==> src/rtl/sram_fifo_ctrl.sv <==
// Valid/ready FIFO controller for a single-port 32x256 SRAM macro, with a 2-entry output buffer.
// Optional SRAM_FIFO_BYPASS_EN: pushes into an empty FIFO skip the SRAM and land directly in the buffer.
module sram_fifo_ctrl #(
  parameter int BPW  = 32,
  parameter int WORD = 256,
  parameter int ADDR = $clog2(WORD)
) (
  input  logic            CLK,
  input  logic            RST,
  input  logic            in_valid,
  output logic            in_ready,
  input  logic [BPW-1:0]  in_data,
  output logic            out_valid,
  input  logic            out_ready,
  output logic [BPW-1:0]  out_data,
  output logic [ADDR:0]   count,
  output logic            full,
  output logic            empty,
  output logic            CEN,
  output logic            WEN,
  output logic [ADDR-1:0] A,
  output logic [BPW-1:0]  D,
  input  logic [BPW-1:0]  Q
);

  logic [ADDR-1:0] wr_ptr, rd_ptr;
  logic [ADDR:0]   mem_cnt;
  logic            inflight;
  logic [1:0]      ob_cnt;
  logic [BPW-1:0]  ob [2];

  logic            full_i, rd_go, rd_issue, push, byp, wr_go, pop, ob_wr;
  logic [BPW-1:0]  ob_wdata;
  logic [ADDR:0]   count_i;

  // Read eligibility looks only at registered state, so in_ready has no path from in_valid/out_ready.
  assign full_i   = (mem_cnt == (ADDR+1)'(WORD));
  assign rd_go    = (mem_cnt != '0) && (({1'b0, ob_cnt} + 3'(inflight)) < 3'd2);
  assign rd_issue = !RST && rd_go;
  assign in_ready = !RST && !full_i && !rd_go;
  assign push     = in_valid && in_ready;

`ifdef SRAM_FIFO_BYPASS_EN
  assign byp = push && (mem_cnt == '0) && !inflight && (ob_cnt != 2'd2);
`else
  assign byp = 1'b0;
`endif

  assign wr_go    = push && !byp;
  assign out_valid = !RST && (ob_cnt != 2'd0);
  assign pop      = out_valid && out_ready;
  assign ob_wr    = inflight || byp;
  assign ob_wdata = inflight ? Q : in_data;
  assign out_data = ob[0];

  assign CEN = !(rd_issue || wr_go);
  assign WEN = !wr_go;
  assign A   = rd_issue ? rd_ptr : (wr_go ? wr_ptr : '0);
  assign D   = wr_go ? in_data : '0;

  assign count_i = mem_cnt + (ADDR+1)'(inflight) + (ADDR+1)'(ob_cnt);
  assign count   = RST ? '0 : count_i;
  assign empty   = (count == '0);
  assign full    = !RST && full_i;

  always_ff @(posedge CLK) begin
    if (RST) begin
      wr_ptr   <= '0;
      rd_ptr   <= '0;
      mem_cnt  <= '0;
      inflight <= 1'b0;
      ob_cnt   <= 2'd0;
    end else begin
      // NOTE: sequential state uses non-blocking assignments so every register sees pre-edge values.
      if (rd_issue) begin
        rd_ptr  <= rd_ptr + ADDR'(1);
        mem_cnt <= mem_cnt - (ADDR+1)'(1);
      end else if (wr_go) begin
        wr_ptr  <= wr_ptr + ADDR'(1);
        mem_cnt <= mem_cnt + (ADDR+1)'(1);
      end
      inflight <= rd_issue;
      case ({ob_wr, pop})
        2'b10:   ob_cnt <= ob_cnt + 2'd1;
        2'b01:   ob_cnt <= ob_cnt - 2'd1;
        default: ob_cnt <= ob_cnt;
      endcase
    end
  end

  // NOTE: buffer payload needs no reset; ob_cnt alone decides which entries are meaningful.
  always_ff @(posedge CLK) begin
    if (pop) begin
      if (ob_wr && ob_cnt == 2'd2) begin
        ob[0] <= ob[1];
        ob[1] <= ob_wdata;
      end else if (ob_wr) begin
        ob[0] <= ob_wdata;
      end else begin
        ob[0] <= ob[1];
      end
    end else if (ob_wr) begin
      ob[ob_cnt[0]] <= ob_wdata;
    end
  end

endmodule

==> config.mk <==
export PLATFORM = sky130hd
export DESIGN_NAME = sram_fifo_ctrl
export DESIGN_NICKNAME = d
export VERILOG_FILES = /design/src/rtl/sram_fifo_ctrl.sv
export SDC_FILE = /design/constraint.sdc
export NUM_CORES = 1
export LEC_CHECK = 0
export CORE_MARGIN = 2
export CORE_UTILIZATION = 47
export CTS_BUF_LIST = sky130_fd_sc_hd__clkbuf_4 sky130_fd_sc_hd__clkbuf_8 sky130_fd_sc_hd__clkbuf_16
export DETAILED_ROUTE_END_ITERATION = 6
export HOLD_SLACK_MARGIN = 0.15
export PLACE_DENSITY = 0.86
export SLEW_MARGIN = 20
export SYNTH_ARGS = -nofsm -noshare
export SYNTH_HDL_FRONTEND = slang
export SYNTH_SLANG_ARGS = --single-unit
==> constraint.sdc <==
create_clock -name CLK -period 4.6 [get_ports CLK]
set_input_delay 0.46 -clock CLK [delete_from_list [all_inputs] [get_ports CLK]]
set_output_delay 0.46 -clock CLK [all_outputs]
set_load 0.02 [all_outputs]
==> flow_summary_export.csv <==
group,metric,value,unit
sta,setup_violations,0,
critical_path,crit_required,4.14,ns
die,placementRows,37,
yosys,synth_top_family_by_area,"multiplexers",
die,coreArea,10200,sq um
yosys,syn_inst,417,
job,cap_violations,0,
sta,tns,0,ns
cells_and_area,drive_above_1_share,0.168,
yosys,synth-xor-area-share,0.0356,
sta,finalHoldViolCount,0,
yosys,synth_fa_ha_area_frac,0.0428,
yosys,async_reset_ff_frac,0,
cells_and_area,utilization,0.663,
clock_network,cts_root_buf,"clkbuf_8",
grt,grt_overflow,0,
die,die_w,106,um
routing,ant_nets,0,
routing,dr.pass1.iters,4,
yosys,synth_edf_count,64,
sta,min_period,3.97,ns
yosys,seq_area_frac_synth,0.505,
clock_network,cts_tree,"yes",
yosys,synth_simple_gate_area_frac,0.142,
routing,routed_wl,11600,um
sta,fmax,252,MHz
cells_and_area,seq_area,2480,sq um
sta,drv_slew,0,
grt,antenna_found_initial,0,
clock_network,cts.path.max_buffers,2,
die,initial_core_util,0.480,
yosys,synth_area_leader_cell,"edfxtp_1",
critical_path,cp_num_buf_inv,2,
power_and_ir_drop,power.density,612,nW/um^2
grt,grt_pass1_wl,18300,um
yosys,synthMuxAreaShare,0.161,
status,status,"complete, no violations",
yosys,avgSynthCellArea,11.8,sq um
die,die_h,106,um
power_and_ir_drop,finalPower,4.15,mW
yosys,synth_top_area_share,0.391,
critical_path,critPathMostFrequentCell,"fa_1",
sta,worst_slew_margin_rel,0.308,
grt,grt_max_degree,38,
yosys,netlist_area,4910,sq um
critical_path,critical-path-top-delay-family,"simple AND/OR/NAND/NOR gates",
routing,drc_errors,0,
yosys,synth.distinct_cells,51,
sta,finClkSkew,0.00799,ns
clock_network,post-cts-setup-buffers,0,
clock_network,clkLatencyLatePin,0.36,ns
place,hpwl,8480,um
cells_and_area,nets,650,
yosys,ys_ff_latch,92,
clock_network,cts-htree-levels,3,
clock_network,cts_buffers,9,
routing,drt_iter0_markers,165,
critical_path,path_class,"reg -> out",
place,place_congestion,0.847,
critical_path,path_cells,"fa_1 > inv_1 > fa_1 > nand3b_1 > xor2_1 > nor2_1 > or4_1 > nor4_1 > clkdlybuf4s50_1",
critical_path,startpoint_type,"flop",
critical_path,worstPathMaxFanout,9,
place,io_buffers,154,
critical_path,setup.worst_path.end_class,"output port",
sta,rsz0062_at_grt,"false",
cells_and_area,areaGrowthSynthToFinish,38.1,%
critical_path,arrival,3.51,ns
yosys,syn_nets,500,
cells_and_area,multiInputGateArea,2300,sq um
grt,grt_util_all_layers,0.205,
critical_path,cpMaxStageDelayCell,"clkdlybuf4s50_1",
clock_network,clk_pin_slew,0.08,ns
yosys,synthFlopType,"edfxtp_1",
yosys,yosysMostFrequentCell,"mux2_2",
yosys,synth.area.top_cells,"edfxtp_1 (39%), mux2_2 (15%), dfxtp_1 (11%), and2_1 (4.2%), ha_1 (3.1%)",
routing,vias_per_cell,5.38,
sta,fin_crit_sh,0.864,
routing,wl_per_cell,16.4,um
yosys,synth_compound_area_frac,0.0807,
yosys,synth_commonest_cells,"mux2_2 (66), edfxtp_1 (64), and2_1 (33)",
clock_network,cts_resized,0,
power_and_ir_drop,ir_worst_vdd,346,uV
clock_network,cts.sinks,92,
critical_path,crit_path_max_incr_delay,0.68,ns
min_path,hold_path_class,"reg -> reg",
routing,vias,3808,
clock_network,cts_hold_repair.buffers,0,
die,num_io_pins,155,
die,die-area,11300,sq um
cells_and_area,fill_cells,779,
cells_and_area,antenna_cells,0,
yosys,yosys_warnings,0,
power_and_ir_drop,p_leak,2.42,nW
grt,grt_pass1_vias,3747,
sta,tightest_slew,1.03,ns
-- metrics by stage --
stage               area (sq um)  setup WS (ns)  hold slack (ns)  instances
floorplan                   4910          0.554            0.451        417
global placement            6600           1.15            0.473        692
detailed placement          6600           1.07            0.488        692
CTS                         6790          0.566            0.490        708
global route                6790          0.441            0.515        708
finish                      6790          0.626            0.492        708
-- sequential cells by signal, indices dropped and copies added, names as in the netlist --
register / count
inflight: 1
mem_cnt: 9
ob_cnt: 2
ob: 64
wr_ptr: 8
rd_ptr: 8
-- report_power, final --
part	total (mW)	internal, mW	switching (mW)
combinational	2.26	1.08	1.19
clock	0.527	0.249	0.278
sequential	1.36	1.21	0.155
-- worst paths after layout --
check / from / to / slack (ns) / cells after the start
worst max-delay path: ob_cnt[0] / empty / 0.63 / 9
worst min-delay path: wr_ptr[3] / wr_ptr[3] / 0.49 / 1
worst max register to register: mem_cnt[0] / mem_cnt[8] / 1.36 / 9
worst min register to register: wr_ptr[3] / wr_ptr[3] / 0.49 / 1
-- final cells by class --
type	instances	share of cell area
inverter	13	0.00756
tap	136	0.0251
clock buffer	9	0.0182
timing repair buffer	161	0.235
multi-input combinational	290	0.339
sequential	92	0.366
clock inverter	7	0.00959
-- cell families (layout without fill, tap and decap cells) --
logic type               Yosys count  in the layout
AO/OA/AOI/OAI                     59             59
XOR/XNOR                          20             20
adder cells (fa/ha/maj)           15             15
buffers and inverters             35            190
flip-flops                        92             92
multiplexers                      71             71
AND/OR/NAND/NOR                  125            125
-- per-layer routing --
metal,global-route usage,share of wire
met5,0,0
met4,0.0639,0.0065
met3,0.0472,0.065
met2,0.348,0.50
met1,0.259,0.43
-- cells in the final DEF (no fill, tap or decap), drive strengths merged, types with 3 or more instances in the layout --
cell and count:
clkdlybuf4s50 154, mux2 66, edfxtp 64, and2 33, nor2 30, dfxtp 28, a21oi 20, inv 14
nand2 12, ha 12, xnor2 11, o21ai 10, xor2 9, clkbuf 9, nand4 8, a22o 7
buf 7, nor2b 6, nor3 6, mux2i 5, nor4 5, or4 5, nand3 5, clkinv 5
a21o 4, or3 4, nand2b 3, a211oi 3, fa 3
Power figures use the tool's default switching activity.
